--- config.mk ---
export PLATFORM = sky130hd
export DESIGN_NAME = miv_ram_ecc_scrubber
export DESIGN_NICKNAME = d
export VERILOG_FILES = /design/src/rtl/miv_ram_ecc_scrubber_pkg.sv /design/src/rtl/miv_scrub_arbiter.sv /design/src/rtl/miv_ram_ecc_scrubber.sv
export SDC_FILE = /design/constraint.sdc
export NUM_CORES = 1
export LEC_CHECK = 0
export BUFFER_PORTS_ARGS = -buffer_cell sky130_fd_sc_hd__buf_2
export CORE_UTILIZATION = 49
export CTS_BUF_LIST = sky130_fd_sc_hd__clkbuf_8
export CTS_CLUSTER_SIZE = 12
export DETAILED_ROUTE_END_ITERATION = 6
export GPL_ROUTABILITY_DRIVEN = 0
export GPL_TIMING_DRIVEN = 1
export HOLD_SLACK_MARGIN = 0.02
export PLACE_DENSITY = 0.8
export SKIP_CTS_REPAIR_TIMING = 1
export SYNTH_ARGS = -nofsm -noshare
export SYNTH_HDL_FRONTEND = slang
export SYNTH_SLANG_ARGS = --single-unit
--- constraint.sdc ---
create_clock -name CLK -period 2.49 [get_ports CLK]
set_clock_uncertainty 0.2 [all_clocks]
set_input_delay 0 -clock CLK [delete_from_list [all_inputs] [get_ports CLK]]
set_output_delay 0 -clock CLK [all_outputs]
set_load 0.05 [all_outputs]
--- src/rtl/miv_ram_ecc_scrubber_pkg.sv ---
`default_nettype none
// ============================================================================
// Module      : miv_ram_ecc_scrubber_pkg
// Description : Shared types and constants for the RAM ECC scrubber: the
//               scrub FSM state encoding, default geometry of the protected
//               RAM, and a helper that sizes the idle-interval counter.
// Revision    : 1.0 - initial release
// ============================================================================
package miv_ram_ecc_scrubber_pkg;

    localparam int C_ADDR_W   = 7;     // 128-entry RAM
    localparam int C_DATA_W   = 21;    // corrected data word
    localparam int C_INTERVAL = 1024;  // idle cycles between scrub reads
    localparam int C_CNT_W    = 8;     // saturating SB write-back counter

    typedef enum logic [1:0] {
        ST_IDLE  = 2'd0,   // counting down the idle interval
        ST_REQ   = 2'd1,   // waiting for a free read slot
        ST_CHECK = 2'd2,   // read data and ECC flags are on ram_rd
        ST_WB    = 2'd3    // writing the corrected word back
    } scrub_state_e;

    // Width of a down-counter that must hold INTERVAL-1; never below 1 bit.
    function automatic int interval_cnt_width(input int interval);
        return (interval > 1) ? $clog2(interval) : 1;
    endfunction

endpackage : miv_ram_ecc_scrubber_pkg
`default_nettype wire

--- src/rtl/miv_scrub_arbiter.sv ---
`default_nettype none
// ============================================================================
// Module      : miv_scrub_arbiter
// Description : Combinational RAM port mux between the core and the scrubber,
//               plus gating of the RAM ECC flags so the core only sees flags
//               that belong to its own reads.
//   i_scrub_issue    scrub read is being issued this cycle (read port to ptr)
//   i_scrub_wb       scrub write-back is being performed this cycle
//   i_scrub_rd_q     ram_rd this cycle is the result of a scrub read
//   i_scrub_ptr      scrub address
//   i_scrub_wd       corrected word held by the scrubber
//   i_core_*         core functional port
//   i_ram_sb/db_*    RAM ECC flags aligned with ram_rd
//   o_ram_*          RAM read/write port
//   o_core_sb/db_*   ECC flags visible to the core
// Revision    : 1.0 - initial release
// ============================================================================
module miv_scrub_arbiter #(
    parameter int ADDR_W = 7,
    parameter int DATA_W = 21
) (
    input  logic              i_scrub_issue,
    input  logic              i_scrub_wb,
    input  logic              i_scrub_rd_q,
    input  logic [ADDR_W-1:0] i_scrub_ptr,
    input  logic [DATA_W-1:0] i_scrub_wd,
    input  logic [ADDR_W-1:0] i_core_raddr,
    input  logic              i_core_wen,
    input  logic [ADDR_W-1:0] i_core_waddr,
    input  logic [DATA_W-1:0] i_core_wd,
    input  logic              i_ram_sb_correct,
    input  logic              i_ram_db_detect,
    output logic [ADDR_W-1:0] o_ram_raddr,
    output logic [ADDR_W-1:0] o_ram_waddr,
    output logic [DATA_W-1:0] o_ram_wd,
    output logic              o_ram_wen,
    output logic              o_core_sb_correct,
    output logic              o_core_db_detect
);

    // The scrubber only issues when the core is idle, so the core address is
    // the default and the scrub pointer overrides it for that single cycle.
    assign o_ram_raddr = i_scrub_issue ? i_scrub_ptr : i_core_raddr;

    // i_scrub_wb is only raised when the core is not writing, so the core
    // write always takes the port when present.
    assign o_ram_waddr = i_scrub_wb ? i_scrub_ptr : i_core_waddr;
    assign o_ram_wd    = i_scrub_wb ? i_scrub_wd  : i_core_wd;
    assign o_ram_wen   = i_scrub_wb | i_core_wen;

    assign o_core_sb_correct = i_ram_sb_correct & ~i_scrub_rd_q;
    assign o_core_db_detect  = i_ram_db_detect  & ~i_scrub_rd_q;

endmodule : miv_scrub_arbiter
`default_nettype wire

--- src/rtl/miv_ram_ecc_scrubber.sv ---
`default_nettype none
// ============================================================================
// Module      : miv_ram_ecc_scrubber
// Description : Background scrubber for a single ECC two-port RAM. Owns the
//               RAM ports, gives the core absolute priority, and in idle
//               slots walks every address: single-bit-corrected words are
//               written back, the first uncorrectable address is captured.
//   CLK, RESET           clock, synchronous active-high reset
//   scrub_en             enables background scrubbing
//   core_*               core functional port (read, write, ECC flags)
//   ram_*                RAM read/write port and ECC flags
//   sb_count             saturating count of scrub write-backs
//   db_err, db_addr      sticky uncorrectable flag and its first address
//   db_clr               clears db_err / db_addr
//   pass_done            pulse when the scrub pointer wraps to 0
// Revision    : 1.0 - initial release
// ============================================================================
module miv_ram_ecc_scrubber
    import miv_ram_ecc_scrubber_pkg::*;
#(
    parameter int ADDR_W   = C_ADDR_W,
    parameter int DATA_W   = C_DATA_W,
    parameter int INTERVAL = C_INTERVAL,
    parameter int CNT_W    = C_CNT_W
) (
    input  logic              CLK,
    input  logic              RESET,
    input  logic              scrub_en,
    input  logic              core_ren,
    input  logic [ADDR_W-1:0] core_raddr,
    input  logic              core_wen,
    input  logic [ADDR_W-1:0] core_waddr,
    input  logic [DATA_W-1:0] core_wd,
    output logic [DATA_W-1:0] core_rd,
    output logic              core_sb_correct,
    output logic              core_db_detect,
    output logic [ADDR_W-1:0] ram_raddr,
    output logic [ADDR_W-1:0] ram_waddr,
    output logic [DATA_W-1:0] ram_wd,
    output logic              ram_wen,
    input  logic [DATA_W-1:0] ram_rd,
    input  logic              ram_sb_correct,
    input  logic              ram_db_detect,
    output logic [CNT_W-1:0]  sb_count,
    output logic              db_err,
    output logic [ADDR_W-1:0] db_addr,
    input  logic              db_clr,
    output logic              pass_done
);

    localparam int                IW         = interval_cnt_width(INTERVAL);
    localparam logic [IW-1:0]     C_RELOAD   = IW'(INTERVAL - 1);
    localparam logic [ADDR_W-1:0] C_PTR_LAST = '1;
    localparam logic [CNT_W-1:0]  C_SB_MAX   = '1;

    scrub_state_e      state_q, state_d;
    logic [ADDR_W-1:0] ptr_q, ptr_d;
    logic [IW-1:0]     icnt_q, icnt_d;
    logic [DATA_W-1:0] data_q, data_d;
    logic              scrub_rd_q, scrub_rd_d;
    logic [CNT_W-1:0]  sb_count_q, sb_count_d;
    logic              db_err_q, db_err_d;
    logic [ADDR_W-1:0] db_addr_q, db_addr_d;
    logic              pass_done_q, pass_done_d;

    logic              w_issue;
    logic              w_wb_go;
    logic              w_advance;

    always_comb begin
        state_d     = state_q;
        ptr_d       = ptr_q;
        icnt_d      = icnt_q;
        data_d      = data_q;
        sb_count_d  = sb_count_q;
        db_err_d    = db_err_q;
        db_addr_d   = db_addr_q;
        pass_done_d = 1'b0;
        w_issue     = 1'b0;
        w_wb_go     = 1'b0;
        w_advance   = 1'b0;

        // A DB event in the same cycle overrides this below.
        if (db_clr) begin
            db_err_d  = 1'b0;
            db_addr_d = '0;
        end

        case (state_q)
            ST_IDLE: begin
                if (!scrub_en) begin
                    icnt_d = C_RELOAD;
                end else if (icnt_q == '0) begin
                    icnt_d  = C_RELOAD;
                    state_d = ST_REQ;
                end else begin
                    icnt_d = icnt_q - IW'(1);
                end
            end
            ST_REQ: begin
                // Nothing is in flight yet, so disabling simply parks.
                if (!scrub_en) begin
                    state_d = ST_IDLE;
                end else if (!core_ren && !core_wen) begin
                    // A write here would zero the flags of our read result.
                    w_issue = 1'b1;
                    state_d = ST_CHECK;
                end
            end
            ST_CHECK: begin
                data_d = ram_rd;
                if (core_wen && (core_waddr == ptr_q)) begin
                    // The core is overwriting the word we just read.
                    w_advance = 1'b1;
                end else if (ram_db_detect) begin
                    if (!db_err_q || db_clr) begin
                        db_err_d  = 1'b1;
                        db_addr_d = ptr_q;
                    end
                    w_advance = 1'b1;
                end else if (ram_sb_correct) begin
                    state_d = ST_WB;
                end else begin
                    w_advance = 1'b1;
                end
            end
            ST_WB: begin
                if (core_wen) begin
                    // Same address: core data is newer, drop ours.
                    // Other address: the write port is busy, retry.
                    if (core_waddr == ptr_q) begin
                        w_advance = 1'b1;
                    end
                end else if (!RESET) begin
                    w_wb_go = 1'b1;
                    if (sb_count_q != C_SB_MAX) begin
                        sb_count_d = sb_count_q + CNT_W'(1);
                    end
                    w_advance = 1'b1;
                end
            end
            default: begin
                state_d = ST_IDLE;
            end
        endcase

        if (w_advance) begin
            ptr_d       = ptr_q + ADDR_W'(1);
            pass_done_d = (ptr_q == C_PTR_LAST);
            state_d     = ST_IDLE;
        end

        scrub_rd_d = w_issue;
    end

    always_ff @(posedge CLK) begin
        if (RESET) begin
            state_q     <= ST_IDLE;
            ptr_q       <= '0;
            icnt_q      <= C_RELOAD;
            data_q      <= '0;
            scrub_rd_q  <= 1'b0;
            sb_count_q  <= '0;
            db_err_q    <= 1'b0;
            db_addr_q   <= '0;
            pass_done_q <= 1'b0;
        end else begin
            state_q     <= state_d;
            ptr_q       <= ptr_d;
            icnt_q      <= icnt_d;
            data_q      <= data_d;
            scrub_rd_q  <= scrub_rd_d;
            sb_count_q  <= sb_count_d;
            db_err_q    <= db_err_d;
            db_addr_q   <= db_addr_d;
            pass_done_q <= pass_done_d;
        end
    end

    miv_scrub_arbiter #(
        .ADDR_W (ADDR_W),
        .DATA_W (DATA_W)
    ) u_arbiter (
        .i_scrub_issue     (w_issue),
        .i_scrub_wb        (w_wb_go),
        .i_scrub_rd_q      (scrub_rd_q),
        .i_scrub_ptr       (ptr_q),
        .i_scrub_wd        (data_q),
        .i_core_raddr      (core_raddr),
        .i_core_wen        (core_wen),
        .i_core_waddr      (core_waddr),
        .i_core_wd         (core_wd),
        .i_ram_sb_correct  (ram_sb_correct),
        .i_ram_db_detect   (ram_db_detect),
        .o_ram_raddr       (ram_raddr),
        .o_ram_waddr       (ram_waddr),
        .o_ram_wd          (ram_wd),
        .o_ram_wen         (ram_wen),
        .o_core_sb_correct (core_sb_correct),
        .o_core_db_detect  (core_db_detect)
    );

    assign core_rd   = ram_rd;
    assign sb_count  = sb_count_q;
    assign db_err    = db_err_q;
    assign db_addr   = db_addr_q;
    assign pass_done = pass_done_q;

endmodule : miv_ram_ecc_scrubber
`default_nettype wire

==> qor.txt <==
Crit-path max cell delay - 420 ps
Slowest stage cell, crit path - dfxtp_1
DRT Pass-1 Iters - 4
Hpwl dp - 5.775 mm
Routed Antenna Nets - 0
Number of global-route vias before repair - 2793
CP Launch Point - state_q[0]
Layout Cells excl Fill - 574
Max VDD drop - 0.4865 mV
Placed Instances - 530
Synth cell count leaders - 58 x dfxtp_1, 41 x nor2_1, 35 x mux2_2, 27 x mux2i_1, 23 x buf_4
Asr flop ratio synth - 0
Status - finished, final reports clean
Wire length per cell - 14.63 µm
Critical path required time - 2290 ps
Period utilization - 0.9388
Reg area - 1161 µm²
Num CTS Buffers - 9
Routed via count - 2954
Maximum number of pins on one net before global-route repair - 51
Die span in y - 82.92 µm
Std cell rows - 29
Drt total wl - 8.398 mm
#FFs+latches synth - 58
Synth unique cells - 47
Area fraction of the dominant cell type after synthesis - 0.3619
Worst-Margin Slew - 494.0 ps
CTS Root Buffer Type - clkbuf_8
Setup crit end kind - primary output
Highest Signal Layer - met4
H-tree depth - 3
Top-count cell post-synth - dfxtp_1
CP Class - flip-flop to primary output
Worst-Skew Late Latency - 340 ps
WL met1 - 3.449 mm
Initial antenna violation count - 0
Final Hold Vio Count - 0
Ys Warns - 0
Area added between synthesis and finish - 36.08%
Met3 WL - 456 µm
Pleak - 1.995 nW
Final setup fails - 0
Synth area leaders - dfxtp_1 36%, mux2_2 12%, mux2i_1 8.4%, buf_4 5.4%, nor2_1 4.8%
RSZ-0062 raised after global routing - no
First-pass GRT wire length - 13.12 mm
Final min period - 2338 ps
Gr usage total - 0.2357
# DRC - 0
Slew Limit Headroom - 0.6707
Die ar. - 6875 µm²
Gate Count Post-Synth - 339
Syn Nets - 411
Seq/Total Area, Yosys - 0.3619
Syn Std Cell Area - 3208 µm²
Crit-path cells - ha_1 -> nand2b_1 -> nor2_2 -> buf_4 -> mux2_2 -> buf_2
Area leader, netlist - dfxtp_1
Clk sinks - 58
Std-Cell Core Area - 6350 µm²
Clock-pin slew on the worst setup and hold paths - 60 ps
Setup TNS - 0 ps
Initial drt markers - 89
Layout Nets - 564
Max-Cap Viols - 0
# diodes - 0
Worst hold-check path type - input port to flip-flop
Num ports - 140
Critical path peak fanout - 22
Area of the multi-input gates - 1763 µm²
Fillers - 505
Share of cells above drive strength 1 - 0.4447
WL met2 - 4.274 mm
IO buf count - 139
Clock buffer depth - 2
Final Core Density - 0.6875
Total power density per cell area - 537.4 nW/µm²
Max Slew Vio Count - 0
Data arrival, critical path - 2140 ps
Avg Vias per Cell - 5.146
Main synth FF type - dfxtp_1
Syn Area/Cell - 9.463 µm²
CTS tree - yes
CP Launch Type - flip-flop
Chip width - 82.92 µm
Grt total ovfl - 0
Initial Utilization - 0.5052
Hold wc startpoint - ram_db_detect
Post-synth EDFFs - 0
R2r startpoint - state_q[0]
Top achievable clock speed - 427.8 MHz
-- final cells by class --
cell class	instances	share of cell area
Multi-Input combinational cell	233	0.4038
Sequential cell	58	0.2660
Timing Repair Buffer	179	0.2442
Clock buffer	12	0.03783
Tap cell	77	0.02207
Clock inverter	4	0.01662
Inverter	11	0.009458
-- cell families after synthesis --
group           after synthesis  synth area share
mux                          62            0.2071
simple gates                114            0.1946
compound gates               32           0.06943
buf+inv                      48           0.08932
fa+ha+maj                     8           0.03120
xor+xnor                     17           0.04641
flops                        58            0.3619
-- worst max-delay path: cells and delay by family (launching register included) --
kind          cells  cell delay, ps
fa+ha+maj         1             200
simple gates      2             250
mux               1             380
buf+inv           2             530
flops             1             420
-- final timing paths --
kind	depth (start not counted)	endpoint	slack [ps]
max	6	ram_wd[19]	150
min reg2reg	2	db_addr[1]	270
max reg2reg	7	db_err	170
min	4	db_addr[3]	80
-- registers in the layout, indices dropped and copies added, names as in the netlist --
signal and cells:
data_q 21, db_addr 7, db_err 1, pass_done 1, scrub_rd_q 1, sb_count 8
icnt_q 10, ptr_q 7, state_q 2
-- layout by cell type, fill, tap and decap left out, types with 5 or more instances in the layout --
cell / n
nand2b_1: 7
dfxtp_1: 58
xor2_1: 12
nand2_1: 14
mux2_2: 35
mux2i_1: 27
o21ai_0: 12
or2_2: 5
buf_2: 139
inv_1: 11
nand4_1: 7
dlygate4sd3_1: 28
xnor2_1: 5
ha_1: 8
nand3_1: 10
clkbuf_8: 12
and3_1: 5
a21oi_1: 5
nor2_1: 40
buf_4: 12
-- through the flow --
stage / setup WS, ps / power (mW) / hold slack, ps / cell area (µm²)
6_report: 152.4 / 2.346 / 78.12 / 4365
4_1_cts: 145.6 / 2.333 / -314.1 / 4085
2_1_floorplan: 334.9 / 1.226 / -121.5 / 3208
3_5_place_dp: 305.8 / 1.312 / 45.39 / 3847
5_1_grt: 15.51 / 2.428 / 124.8 / 4365
3_3_place_gp: 424.9 / 1.310 / 50.27 / 3847
-- per-layer routing --
| metal | global-route usage | vias to the layer above |
|---|---|---|
| met3 | 0.06561 | 24 |
| met5 | 0 | - |
| li1 | - | 1467 |
| met4 | 0.09248 | 0 |
| met1 | 0.2891 | 1351 |
| met2 | 0.3912 | 112 |
-- power by group --
part | internal [mW] | switching (mW) | leakage, nW
combinational | 0.131 | 0.267 | 1.41
sequential | 0.929 | 0.00129 | 0.468
clock | 0.643 | 0.374 | 0.119
Power figures use the tool's default switching activity.
